===== config.mk =====
export PLATFORM = sky130hd
export DESIGN_NAME = cpu_run_ctrl
export DESIGN_NICKNAME = d
export VERILOG_FILES = /design/src/rtl/cpu_run_ctrl.sv
export SDC_FILE = /design/constraint.sdc
export NUM_CORES = 1
export LEC_CHECK = 0
export BUFFER_PORTS_ARGS = -buffer_cell sky130_fd_sc_hd__buf_2
export CORE_MARGIN = 5
export CORE_UTILIZATION = 25
export CTS_CLUSTER_SIZE = 12
export DETAILED_ROUTE_END_ITERATION = 7
export GPL_TIMING_DRIVEN = 0
export PLACE_DENSITY_LB_ADDON = 0.15
export SLEW_MARGIN = 0
export SYNTH_ARGS = -nofsm -noshare
export SYNTH_HDL_FRONTEND = slang
export SYNTH_SLANG_ARGS = --single-unit

===== constraint.sdc =====
create_clock -name clk -period 4.2 [get_ports clk]
set_clock_uncertainty 0.2 [all_clocks]
set_input_delay 0 -clock clk [delete_from_list [all_inputs] [get_ports clk]]
set_output_delay 0 -clock clk [all_outputs]
set_load 0.005 [all_outputs]

===== src/rtl/cpu_run_ctrl.sv =====
// Run-control sequencer for the single-cycle MIPS core: gates commit (PC/REG/MEM
// enables) through idle/run/pause/halt states and keeps saturating perf counters.
module cpu_run_ctrl #(
    parameter int CNT_W = 32
) (
    input  logic             clk,
    input  logic             rst_n,
    input  logic             go,
    input  logic             step,
    input  logic             step_mode,
    input  logic             clr,
    input  logic             Halt,
    input  logic             Branch,
    input  logic             Z,
    input  logic             TargettoPC,
    input  logic             RStoPC,
    output logic             commit,
    output logic [1:0]       run_state,
    output logic             halted,
    output logic [CNT_W-1:0] cycle_cnt,
    output logic [CNT_W-1:0] jump_cnt,
    output logic [CNT_W-1:0] branch_cnt,
    output logic [CNT_W-1:0] halt_cnt
);

    typedef enum logic [1:0] {
        IDLE  = 2'd0,
        RUN   = 2'd1,
        PAUSE = 2'd2,
        HALT  = 2'd3
    } state_t;

    localparam logic [CNT_W-1:0] CNT_ONE = {{(CNT_W-1){1'b0}}, 1'b1};

    state_t state, state_n;
    logic   go_q, step_q;
    logic   go_p, step_p;
    logic   enter_halt;
    logic   is_jump, is_branch;

    function automatic logic [CNT_W-1:0] sat_inc(input logic [CNT_W-1:0] v);
        return (&v) ? v : v + CNT_ONE;
    endfunction

    // Edge registers reset high so a button held through reset produces no pulse.
    always_ff @(posedge clk or negedge rst_n) begin
        if (!rst_n) begin
            go_q   <= 1'b1;
            step_q <= 1'b1;
        end else begin
            go_q   <= go;
            step_q <= step;
        end
    end

    assign go_p   = go & ~go_q;
    assign step_p = step & ~step_q;

    always_ff @(posedge clk or negedge rst_n) begin
        if (!rst_n) state <= IDLE;
        else        state <= state_n;
    end

    always_comb begin
        state_n = state;
        commit  = 1'b0;
        case (state)
            IDLE: begin
                if (go_p) state_n = step_mode ? PAUSE : RUN;
            end
            RUN: begin
                // The syscall itself never commits, so PC stays parked on it.
                commit = ~Halt;
                if (Halt)           state_n = HALT;
                else if (step_mode) state_n = PAUSE;
            end
            PAUSE: begin
                commit = step_p & ~Halt;
                if (Halt)                    state_n = HALT;
                else if (go_p && !step_mode) state_n = RUN;
            end
            HALT: begin
                // Resume commits once to step PC past the syscall, even with Halt high.
                if (go_p) begin
                    commit  = 1'b1;
                    state_n = step_mode ? PAUSE : RUN;
                end
            end
            default: state_n = IDLE;
        endcase
    end

    assign run_state  = state;
    assign halted     = (state == HALT);
    assign enter_halt = (state_n == HALT) && (state != HALT);
    assign is_jump    = commit & (TargettoPC | RStoPC);
    assign is_branch  = commit & Branch & Z;

    always_ff @(posedge clk or negedge rst_n) begin
        if (!rst_n) begin
            cycle_cnt  <= '0;
            jump_cnt   <= '0;
            branch_cnt <= '0;
            halt_cnt   <= '0;
        end else if (clr) begin
            cycle_cnt  <= '0;
            jump_cnt   <= '0;
            branch_cnt <= '0;
            halt_cnt   <= '0;
        end else begin
            if (commit)     cycle_cnt  <= sat_inc(cycle_cnt);
            if (is_jump)    jump_cnt   <= sat_inc(jump_cnt);
            if (is_branch)  branch_cnt <= sat_inc(branch_cnt);
            if (enter_halt) halt_cnt   <= sat_inc(halt_cnt);
        end
    end

endmodule


---- Word level (Yosys, flattened, before mapping) ----
Cells that the tools add are included.
word-level totals
  output and inout bits ................... 132
  bits in registers ....................... 132
cells by class
  reductions and logical operators ........ 17
  $add $sub $neg .......................... 4
  muxes and demuxes ....................... 21
  equality and inequality tests ........... 9
  bitwise gates (word level) .............. 10
operator list
  kind                                                 number
  2-to-1 mux 32 bit                                    12
  adder 32 x 1 -> 32 bit, second input constant        4
  AND reduction 32 bit                                 4
  2-to-1 mux 2 bit                                     6
  inequality test 2 bit, second input constant         5
  AND reduction 2 bit                                  4
  nonzero test 2 bit                                   4
  bitwise AND 1 bit                                    6
  equality test 2 bit, second input constant           3
  one-hot mux 2 bit (3 select lines)                   1
  inverter 1 bit                                       3
  one-hot mux 1 bit (3 select lines)                   1
  equality test 2 x 1 -> 1 bit, second input constant  1
  logical AND 1 bit                                    2
  logical NOT 2 bit                                    1
  OR reduction 2 bit                                   1
  logical NOT 1 bit                                    1
  2-to-1 mux 1 bit                                     1
  bitwise OR 1 bit                                     1

---- Depth between registers and ports, before layout ----
  word-level depth ........................ 10
  depth in mapped cells ................... 10
  gate-level depth less buffers ........... 8

---- Worst setup path before layout ----
OpenSTA, ideal clock, no wires.
  path type ............................... reg-to-reg
  from .................................... reg state[0] (netlist: run_state[0])
  to ...................................... reg halt_cnt[13]
  path buffers ............................ 1
  setup slack ............................. 1523 ps
  data arrival time ....................... 2353 ps
  library setup time ...................... 125 ps
  stages on the path, launching flop included .. 9
  period minus slack after synthesis ...... 2677 ps
  cell sequence ........................... dfrtp_1 > inv_1 > ha_1 > o311a_1 > nor3_1 > o221ai_2 > buf_6 > nor4b_1 > mux2_2
on the way
  cells in the longest elaborated chain, start to end .. 7
RTL lines
  what                                                  RTL line  RTL
  from (decl)                                           35        state_t state, state_n;
  from (signal assigned)                                61        else state <= state_n;
  equality test 2 bit (tied with other cells)           67        case (state)
  OR reduction 2 bit (no line) (tied with other cells)  --
  one-hot mux 2 bit (3 select lines)                    67
  equality test 2 bit                                   95        assign enter_halt = (state_n == HALT) && (state != HALT);
  logical AND 1 bit (*)                                 95
  nonzero test 2 bit (no line) (*)                      --
  AND reduction 2 bit (no line) (*)                     --
  to (signal assigned)                                  114       if (enter_halt) halt_cnt <= sat_inc(halt_cnt);
  to (decl)                                             23        output logic [CNT_W-1:0] halt_cnt
Every way passes the cells marked *; elsewhere a longest branch is shown, timed or not.
A chain may end at the register's enable or synchronous reset.

---- Final worst setup path ----
  from .................................... reg state[0] (netlist: run_state[0])
  to ...................................... reg halt_cnt[0]
Same word-level chain as after synthesis.

==> flow_summary.rst <==
.. list-table::
   :header-rows: 1

   * - Metric
     - Value
   * - Outcome
     - finished clean
   * - Post-DRT Antenna Nets
     - 0
   * - Leading cell type in the layout, fill and taps excluded
     - buf_2
   * - Static Leakage
     - 0.00414 µW
   * - CP Capture Type
     - register
   * - Maximum achievable frequency
     - 327 MHz
   * - Total grt overflow
     - 0
   * - Total number of vias
     - 6,706
   * - Drt first-iter violations
     - 384
   * - Setup TNS
     - 0 ps
   * - Initial antenna violation count
     - 0
   * - Post-detailed-routing wire length
     - 23,600 µm
   * - Width of the chip
     - 182 µm
   * - Global router's overall resource usage
     - 14.1%
   * - Routed wirelength normalized by instance count
     - 17.2 µm
   * - Worst path buffer plus inverter count
     - 2
   * - Xor/xnor cell area share of the yosys netlist
     - 9.97%
   * - Number of buffers created by CTS
     - 17
   * - Netlist area before placement
     - 7380 µm²
   * - Share of post-route cells with drive strength above 1
     - 20.8%
   * - Filler cell count
     - 3,104
   * - Height of the die
     - 182 µm
   * - Final Hold Slack
     - 22.5 ps
   * - Number of design rule violations left after detail routing
     - 0
   * - Average footprint of a synthesized cell
     - 9.16 µm²
   * - Initial Utilization
     - 25.5%
   * - Worst rel slew slack
     - 31.9%
   * - Routability-driven placement congestion ratio
     - 0.787
   * - Initial DRT Pass Iterations
     - 5
   * - Std cell rows
     - 62
   * - Boundary Pins
     - 143
   * - Critical Path, Cell by Cell
     - inv_1 > ha_1 > o311a_1 > nor3_1 > o221ai_2 > clkbuf_1 > a21oi_1 > mux2_2
   * - Tightest Hold Check Type
     - input pin to register
   * - Sum of net half-perimeters after detailed placement
     - 16,800 µm
   * - NumNets Final
     - 996
   * - Setup repair after global routing missed its margin
     - false
   * - Max-cap violation count
     - 0
   * - Category of the critical setup timing path
     - register to register
   * - Cts-stage hold buffer count
     - 10
   * - Primary flip-flop cell chosen by synthesis mapping
     - dfrtp_1
   * - Antenna cells
     - 0
   * - CP Data Required Time
     - 4290 ps
   * - I/O Buffers
     - 141
   * - Wire length of the first global-routing pass
     - 37,700 µm
   * - Clock sink count
     - 132
   * - Hold violation count in the final report
     - 0
   * - Cell family with the largest share of critical-path delay
     - compound AO/OA/AOI/OAI gates
   * - CTS tree
     - built
   * - Largest family of logic cells by synthesized area
     - simple AND/OR/NAND/NOR gates
   * - Multi-input combinational cell area
     - 3860 µm²
   * - Largest net degree at the start of global routing
     - 77
   * - Number of global-route vias before repair
     - 6,487
   * - Clock latency of the later-clocked register in the worst-skew pair
     - 420 ps
   * - Post-cts resize count
     - 0
   * - Proportion of register bits with asynchronous set or reset after synthesis
     - 100%
   * - Full die area
     - 33,000 µm²
   * - Most frequent cells in the layout
     - buf_2, dfrtp_1, nor2_1, nand3_1, xor2_1
   * - H-Tree Depth
     - 4
   * - Syn nets
     - 825
   * - Number of slew-limit violations in the final report
     - 0
   * - Multiplexer area fraction after synthesis
     - 1.17%
   * - Post-CTS Setup Repair Bufs
     - 0
   * - Sequential cell area fraction in the yosys report
     - 44.8%
   * - Number of distinct library cell variants in the gate-level netlist after synthesis
     - 60
   * - CTS clock-pin slew for the worst setup and hold paths
     - 70 ps
   * - Slew @ Worst Pin
     - 1010 ps
   * - Fraction of the mapped netlist area in adder cells
     - 1.53%
   * - Pwr dens
     - 371 nW/µm²
   * - Register area
     - 3310 µm²
   * - Final setup vio count
     - 0
   * - Synthesized instance count
     - 805
   * - Worst-path maximum fanout
     - 10
   * - Area growth, synth to finish
     - 26.5%
   * - Root buffer cell
     - clkbuf_16
   * - Post-synthesis simple-gate area fraction
     - 31.5%
   * - Clk buf depth
     - 2
   * - Area fraction in compound gates after synthesis
     - 8.07%
   * - Via-to-Cell Ratio
     - 4.88
   * - Worst setup SP type
     - register
   * - Standard cell with the maximum stage delay on the critical path
     - dfrtp_1
   * - Number of enable-type register cells in the synthesized netlist
     - 0
   * - Worst voltage drop across the vdd grid
     - 219 µV
   * - Min cycle time layout
     - 3060 ps
   * - Synthesis warning total
     - 0
   * - CP arrival
     - 3160 ps
   * - Core area
     - 28,900 µm²
   * - Register bit total from synthesis
     - 132
   * - Portion of the clock cycle consumed by the worst path in the final layout
     - 72.9%
   * - Maximum single-stage delay on the critical path
     - 460 ps
[final cells by class]
cell class,instances,share of cell area (%)
inverters,14,0.563
clock buffers,19,4.75
well taps,384,5.15
multi-input cells,624,41.3
clock inverters,13,1.86
plain buffers,35,1.74
flip-flops and latches,132,35.4
repair buffers,152,9.18
[final timing paths]
check / start / to / slack, ps / cells after the start
max reg2reg: run_state[0] / halt_cnt[0] / 1140 / 8
max: run_state[0] / halt_cnt[0] / 1140 / 8
min in group asynchronous: rst_n / go_q / 480 / 3
min reg2reg: jump_cnt[11] / jump_cnt[11] / 360 / 2
min: Z / branch_cnt[26] / 20 / 6
max in group asynchronous: rst_n / cycle_cnt[28] / 2890 / 4
[registers in the layout, summed over array words and instances (netlist names)]
register	cells
go_q	1
branch_cnt	32
cycle_cnt	32
jump_cnt	32
halt_cnt	32
run_state	2
step_q	1
[through the flow]
step | total power (µW) | util [%] | std cells | instance area (µm²) | setup slack [ps]
2_1_floorplan | 1680 | - | 805 | 7380 | 1520
3_3_place_gp | 1890 | 29.6 | 1330 | 8560 | 699
3_5_place_dp | 1890 | 29.7 | 1331 | 8600 | 1120
4_1_cts | 3520 | 32.2 | 1373 | 9330 | 1110
5_1_grt | 3630 | 32.2 | 1373 | 9330 | 904
6_report | 3460 | 32.2 | 1373 | 9330 | 1140
[routing by layer]
| metal | GRT usage [%] | wire [µm] | vias to the layer above | part of all wire (%) |
|---|---|---|---|---|
| li1 | - | - | 3243 | - |
| met1 | 20.2 | 11800 | 3316 | 50 |
| met2 | 21.3 | 10400 | 133 | 44 |
| met3 | 3.58 | 1100 | 14 | 4.7 |
| met4 | 3.39 | 249 | 0 | 1.1 |
| met5 | 0 | 0 | - | 0 |
[cell families after synthesis]
logic type	count (synthesis)
and+or+nand+nor	432
DFF	132
AOI/OAI and AO/OA	91
xor gates and xnor gates	84
buffers and inverters	49
adders and majority gates	9
muxes	8
[where the power goes]
group | switching (µW) | internal, µW
registers | 39.0 | 1300
logic | 366 | 183
clock network | 617 | 961
total | 1020 | 2440
[tightest hold or removal path, stage by stage]
cell,delay [ps]
buf_2,120
nand3_1,90
a211oi_1,80
nor4b_1,160
xnor2_1,120
nor2_1,30
[cells in the mapped netlist (18+ instances only)]
master,n,share of area [%]
xnor2_1,18,2.1
nand3_1,75,5.1
nand2_1,44,2.2
and3_1,33,2.8
or3_1,31,2.6
xor2_1,66,7.8
a21oi_1,38,2.6
dfrtp_1,130,44
nand4_1,53,4.5
nor2_1,113,5.7
o21ai_0,30,2.0
clkbuf_1,26,1.3
No activity file was read; power rests on OpenSTA's default activity.
